File: config.mk
export PLATFORM = sky130hd
export DESIGN_NAME = uart_rx_monitor
export DESIGN_NICKNAME = d
export VERILOG_FILES = /design/src/rtl/uart_rx_monitor.sv
export SDC_FILE = /design/constraint.sdc
export NUM_CORES = 1
export LEC_CHECK = 0
export ABC_CLOCK_PERIOD_IN_PS = 5400
export BUFFER_PORTS_ARGS = -buffer_cell sky130_fd_sc_hd__buf_2
export CORE_MARGIN = 3
export CORE_UTILIZATION = 60
export CTS_CLUSTER_SIZE = 40
export DETAILED_ROUTE_END_ITERATION = 8
export PLACE_DENSITY = 0.79
export SYNTH_ARGS = -nofsm -noshare
export SYNTH_HDL_FRONTEND = slang
export SYNTH_SLANG_ARGS = --single-unit
File: constraint.sdc
create_clock -name clk -period 5.4 [get_ports clk]
set_clock_uncertainty 0.15 [all_clocks]
set_input_delay 0.81 -clock clk [delete_from_list [all_inputs] [get_ports clk]]
set_output_delay 0.81 -clock clk [all_outputs]
set_load 0.03 [all_outputs]
File: src/rtl/uart_rx_monitor.sv
// uart_rx_monitor: 8N1 UART receiver with a received-byte FIFO.
// Checks frame errors and reports FIFO overflow (sticky).
// Optional feature: define UART_MON_LINE_DET_EN to add line_done_o.
//   line_done_o pulses for one cycle when a newline byte (8'h0A) is accepted into the FIFO.
// Handshake: the consumer takes the byte on data_o in a cycle where valid_o && ready_i.
//   data_o and valid_o never depend combinationally on ready_i.
//   ready_i has no effect while valid_o is low.
module uart_rx_monitor #(
  parameter int CLKS_PER_BIT = 32,
  parameter int FIFO_DEPTH   = 8
) (
  input  logic                        clk,
  input  logic                        rst,
  input  logic                        rx_i,
  output logic [7:0]                  data_o,
  output logic                        valid_o,
  input  logic                        ready_i,
  output logic [$clog2(FIFO_DEPTH):0] count_o,
  output logic                        busy_o,
  output logic                        frame_err_o,
`ifdef UART_MON_LINE_DET_EN
  output logic                        line_done_o,
`endif
  output logic                        overflow_o
);

  localparam int CW = $clog2(CLKS_PER_BIT);
  localparam int AW = $clog2(FIFO_DEPTH);
  localparam logic [CW-1:0] HALF     = CW'(CLKS_PER_BIT / 2 - 1);
  localparam logic [CW-1:0] LAST     = CW'(CLKS_PER_BIT - 1);
  localparam logic [AW:0]   FULL_CNT = (AW + 1)'(FIFO_DEPTH);

  typedef enum logic [2:0] {IDLE, START, DATA, STOP, BREAK} state_t;

  state_t        state;
  logic [CW-1:0] cnt;
  logic [2:0]    idx;
  logic [7:0]    shreg;
  logic          rx_meta;
  logic          rxs;

  logic [7:0]    mem [FIFO_DEPTH];
  logic [AW-1:0] wr_ptr;
  logic [AW-1:0] rd_ptr;

  logic push;
  logic full;
  logic do_push;
  logic do_pop;

  // Two-flop synchronizer; resets to the idle line level so reset never looks like a start bit.
  always_ff @(posedge clk) begin
    if (rst) begin
      rx_meta <= 1'b1;
      rxs     <= 1'b1;
    end else begin
      rx_meta <= rx_i;
      rxs     <= rx_meta;
    end
  end

  // Receive FSM: mid-bit sampling; a low stop bit is reported and the receiver waits in BREAK for the line to go high.
  always_ff @(posedge clk) begin
    if (rst) begin
      state       <= IDLE;
      cnt         <= '0;
      idx         <= '0;
      shreg       <= '0;
      frame_err_o <= 1'b0;
    end else begin
      frame_err_o <= 1'b0;
      case (state)
        IDLE: begin
          cnt <= '0;
          idx <= '0;
          if (!rxs) state <= START;
        end
        START: begin
          if (cnt == HALF) begin
            cnt   <= '0;
            state <= rxs ? IDLE : DATA;
          end else begin
            cnt <= cnt + CW'(1);
          end
        end
        DATA: begin
          if (cnt == LAST) begin
            cnt   <= '0;
            shreg <= {rxs, shreg[7:1]};
            idx   <= idx + 3'd1;
            if (idx == 3'd7) state <= STOP;
          end else begin
            cnt <= cnt + CW'(1);
          end
        end
        STOP: begin
          if (cnt == LAST) begin
            cnt <= '0;
            if (rxs) begin
              state <= IDLE;
            end else begin
              frame_err_o <= 1'b1;
              state       <= BREAK;
            end
          end else begin
            cnt <= cnt + CW'(1);
          end
        end
        BREAK: begin
          if (rxs) state <= IDLE;
        end
        default: state <= IDLE;
      endcase
    end
  end

  assign push    = (state == STOP) && (cnt == LAST) && rxs;
  assign full    = (count_o == FULL_CNT);
  assign do_pop  = valid_o && ready_i;
  assign do_push = push && (!full || do_pop);

  // FIFO storage; contents need no reset because valid_o gates them.
  always_ff @(posedge clk) begin
    if (do_push) mem[wr_ptr] <= shreg;
  end

  // FIFO pointers, occupancy, sticky overflow and the newline pulse.
  always_ff @(posedge clk) begin
    if (rst) begin
      wr_ptr     <= '0;
      rd_ptr     <= '0;
      count_o    <= '0;
      overflow_o <= 1'b0;
`ifdef UART_MON_LINE_DET_EN
      line_done_o <= 1'b0;
`endif
    end else begin
      if (do_push) wr_ptr <= wr_ptr + AW'(1);
      if (do_pop)  rd_ptr <= rd_ptr + AW'(1);
      case ({do_push, do_pop})
        2'b10:   count_o <= count_o + (AW + 1)'(1);
        2'b01:   count_o <= count_o - (AW + 1)'(1);
        default: count_o <= count_o;
      endcase
      if (push && !do_push) overflow_o <= 1'b1;
`ifdef UART_MON_LINE_DET_EN
      line_done_o <= do_push && (shreg == 8'h0A);
`endif
    end
  end

  assign valid_o = (count_o != '0);
  assign data_o  = valid_o ? mem[rd_ptr] : 8'h00;
  assign busy_o  = (state != IDLE);

endmodule

-- Yosys cells after proc, flatten, opt, wreduce, memory -nomap -nowiden
Memory sizes are Yosys's and may differ from the RTL's. A register that Yosys moved wholly into a read port is not among the register bits.
Index checks and enable logic that the tools add are counted.
W data, S select, Z words.
- bits in registers: 33
- latch bits: 0
- memory bits (writable): 64
- bits in read-only memories: 0
- input bits: 4
- output and inout bits: 16
- word-level logic and storage cells: 76
- memories kept: 1
- memory list (memory ; words ; bits a word ; rd ports ; clocked after Yosys merged registers in ; write ports ; line ; RTL):
    mem ; 8 ; 8 ; 1 ; 1 ; 1 ; 42 ; logic [7:0] mem [FIFO_DEPTH];
- add/subtract/negate cells: 6
- multipliers: 0
- div/mod/pow operators: 0
- magnitude comparators: 0
- equal/unequal tests: 16
- shift-type cells: 0
- mux-type cells: 21
- bitwise gates (word level): 2
- reductions and logical operators: 19
- operators by type and width (operator ; number):
    $mux W3 ; 10
    $pmux W3 S5 ; 1
    $pmux W5 S3 ; 1
    $ne A2 B2 Y1 const B ; 6
    $mux W5 ; 2
    $add A3 B1 Y3 const B ; 3
    $mux W8 ; 1
    $pmux W4 S2 ; 1
    $eq A3 B2 Y1 const B ; 2
    $eq A3 B3 Y1 const B ; 2
    $pmux W3 S2 ; 1
    $reduce_and A6 Y1 ; 1
    $reduce_bool A3 Y1 ; 2
    $add A5 B1 Y5 const B ; 1
    $eq A5 B4 Y1 const B ; 1
    $eq A5 B5 Y1 const B ; 1
    $logic_and A1 B1 Y1 ; 5
    $add A4 B1 Y4 const B ; 1
    $eq A4 B4 Y1 const B ; 1
    $reduce_and A2 Y1 ; 2
    $reduce_bool A2 Y1 ; 2
    $reduce_bool A4 Y1 ; 1
    $sub A4 B1 Y4 const B ; 1
    $eq A3 B1 Y1 const B ; 1
    other kinds (10) ; 14

-- Depth between registers and ports, before layout
- word-level depth: 6
- gate-level depth with buffers: 12
- depth with buffers taken out: 11

-- Least setup slack after synthesis
Ideal clock, no wire load.
- path kind: register to register
- from: register cnt[0]
- to: register count_o[3]
- library setup time: 0.123 ns
- arrival time: 2.673 ns
- data required time: 5.127 ns
- slack: 2.453 ns
- stages on the path, launching flop included: 13
- path buffers: 1
- period minus slack after synthesis: 2.947 ns
- cell sequence: dfxtp_1 > ha_1 > and3_1 > ha_1 > and4b_1 > buf_2 > a21o_4 > inv_2 > ha_1 > a21o_1 > a21oi_1 > mux2i_1 > mux2_1
- longest elaborated chain between the ends: 6
- elaborated cells on any way between the ends: 8
- classes of those cells: eq/ne: 3; mux: 1; reduce/logical: 4
- ends and longest elaborated chain (item ; line ; RTL):
    start: declaration ; 36 ; logic [CW-1:0] cnt;
    start signal: assignment ; 83 ; cnt <= cnt + CW'(1);
    start signal: assignment ; 93 ; cnt <= cnt + CW'(1);
    start signal: assignment ; 106 ; cnt <= cnt + CW'(1);
    $eq A5 B5 Y1 * ; 117 ; assign push = (state == STOP) && (cnt == LAST) && rxs;
    $logic_and A1 B1 Y1 * (2 in series) ; 117 ;
    $logic_and A1 B1 Y1 * ; 120 ; assign do_push = push && (!full || do_pop);
    $eq A2 B1 Y1 or $eq A2 B2 Y1 (tied branches) ; 140 ; case ({do_push, do_pop})
    $pmux W4 S2 or $reduce_bool A2 Y1 (tied branches) ; n/a ;
    end signal: assignment ; 141 ; 2'b10: count_o <= count_o + (AW + 1)'(1);
    end signal: assignment ; 142 ; 2'b01: count_o <= count_o - (AW + 1)'(1);
    end signal: assignment ; 143 ; default: count_o <= count_o;
    end: declaration ; 18 ; output logic [$clog2(FIFO_DEPTH):0] count_o,
Mark *: on every way between the ends. The rest lies on a longest branch, timed or not.
A chain may end at the register's enable or synchronous reset.

==> flow_summary.ini <==
[clock_network]
post_cts_buffers = 0
numCtsBuffers = 9
ctsHoldBuffers = 0
clkLatencyLatePin_ns = 0.36
cts_tree = built
h-tree-depth = 3
post_cts_resized = 0
root_buffer = clkbuf_8
path_clk_slew_ns = 0.09
cts.sinks = 100
clk_path_buf_depth = 2

[global_routing]
grt_pass1_vias = 2201
gr-total-overflow = 0
groute.usage.overall_pct = 19.3
antenna_found_initial = 0
grt_max_degree = 38
grt_pass1_wl_um = 11200

[routing]
dr_total_vias = 2270
dr.pass1.iters = 4
wl_um = 7040
drt_iter0_markers = 167
wire_per_inst_um = 18.0
vias_per_cell = 5.81
antenna_left = 0
drc = 0

[power]
power_uw = 1510
ir_drop_mv = 0.194
powerDensity_nw_per_um2 = 336
total_leakage_power_uw = 0.00158

[floorplanning]
die_w_um = 89.1
die_h_um = 89.1
ios = 20
coreArea_um2 = 6530
std_cell_rows = 29
die_area_um2 = 7950
floorplan.initialDensity_pct = 63.5

[synthesis]
synthTopCellsByCount = edfxtp_1, dfxtp_1, nor2_1
ys_top_cells_by_area = edfxtp_1, dfxtp_1, mux4_2, ha_1, nor2_1
yosysWarnings = 0
ys_types = 44
post_synth_inst_count = 295
avgSynthCellArea_um2 = 14.1
ys_ff_latch = 100
synth_top_area_share_pct = 46.3
synth_most_common_cell = edfxtp_1
synth-edff-count = 64
synth_area_um2 = 4150
synth_flop_cell = edfxtp_1
synthArstFlopShare_pct = 0
synth_top_area_cell = edfxtp_1
syn-num-nets = 310
seq_area_frac_synth_pct = 63.7

[setup_path]
crit_chain = mux4_2 -> mux2i_1 -> nor2_1 -> buf_2
rr_worst_depth = 6
crit_path_start_kind = register
path_class = reg2out
arrival_ns = 2.50
critPathCaptureType = primary output
required_ns = 4.44
critPathMaxFanout = 16
critPathSlowestCell = dfxtp_1
max_stage_delay_ns = 1.06

[sta]
rsz0062_at_grt = false
hold-worst-slack_ns = 0.265
max_clock_freq_mhz = 289
maxSlewHeadroom_pct = 12.6
drv_slew = 0
tns_ns = 0
finalCriticalPeriod_ns = 3.46
max_slew.worst_pin.slew_ns = 1.30
hold_viol_final = 0
setup_ws_ns = 1.94
finalCritPeriodShare_pct = 64.1
setup_viol = 0

[cells_and_area]
syn_to_final_growth_pct = 8.17
final_layout_size_suffix_gt1_share_pct = 20.4
fin_area_um2 = 4490
final_nets = 324
insertedDiodeCount = 0

[run]
maxCapViolCount = 0

[placement]
dp_slack_ns = 2.17
globalplace.congestion = 0.835
dp_hpwl_um = 4730
io_buffers = 19
placed_cell_area_um2 = 4280

[worst_hold_path]
holdCritPathClass = reg2reg
hold_depth = 1

[outcome]
status = finished clean
[metal layers]
metal / part of all wire, % / vias up / wire length, um / track usage, %
met4: 0.20 / 0 / 14 / 6.90
met1: 46 / 1112 / 3210 / 26.3
met3: 3.7 / 2 / 261 / 4.70
met2: 51 / 37 / 3550 / 30.5
li1: - / 1119 / - / -
met5: 0 / - / 0 / 0
[stage by stage]
| stage | utilization, % | instances |
|---|---|---|
| 2_1_floorplan | - | 295 |
| 3_3_place_gp | 65.5 | 375 |
| 3_5_place_dp | 65.5 | 375 |
| 4_1_cts | 68.7 | 391 |
| 5_1_grt | 68.7 | 391 |
| 6_report | 68.7 | 391 |
[final cells by class]
type                            count  area, um2
Clock inverter                      5       57.6
Sequential cell                   100       2640
Timing Repair Buffer               20        103
Fill cell                         440       2040
Multi-Input combinational cell    170       1410
Clock buffer                       11        153
Inverter                            8       30.0
Tap cell                           77       96.3
[critical path, delay by kind of cell, from the launching register on]
kind	cells	cell delay [ns]
muxes	2	0.85
DFF	1	1.06
buffers and inverters	1	0.18
and+or+nand+nor	1	0.05
[state kept, by name, indices dropped and copies added, names as in the netlist, named ones only]
register     count
cnt              5
count_o          4
frame_err_o      1
idx              3
mem             64
overflow_o       1
rd_ptr           3
rx_meta          1
rxs              1
shreg            8
state            3
wr_ptr           3
[cell usage in the layout (no fill, tap or decap), drive strengths merged, types with 10 or more instances in the layout]
cell,n
mux2i,10
mux4,17
buf,20
edfxtp,64
dfxtp,36
ha,10
nor2,33
nand2,26
inv,10
a21oi,18
clkbuf,11
[where the power goes]
part | internal, uW | switching [uW] | leakage [uW]
registers | 811 | 27.0 | 0.000883
clock network | 243 | 241 | 0.000102
logic | 75.9 | 109 | 0.000592
total | 1130 | 377 | 0.00158
[final timing paths]
check | start | endpoint | slack [ns]
max | register | data_o[6] | 1.94
min | rx_meta | rxs | 0.26
max reg2reg | cnt[0] | mem[1][1] | 2.12
min reg2reg | rx_meta | rxs | 0.26
[logic make-up (layout without fill, tap and decap cells)]
kind of cell	after synthesis	in the layout	synth area share [%]
AOI/OAI and AO/OA	34	34	6.36
DFF	100	100	63.7
and+or+nand+nor	90	90	10.6
xor gates and xnor gates	6	6	1.27
buffers and inverters	25	44	2.41
muxes	29	29	12.2
adders and majority gates	11	11	3.50
Power figures use the tool's default switching activity.
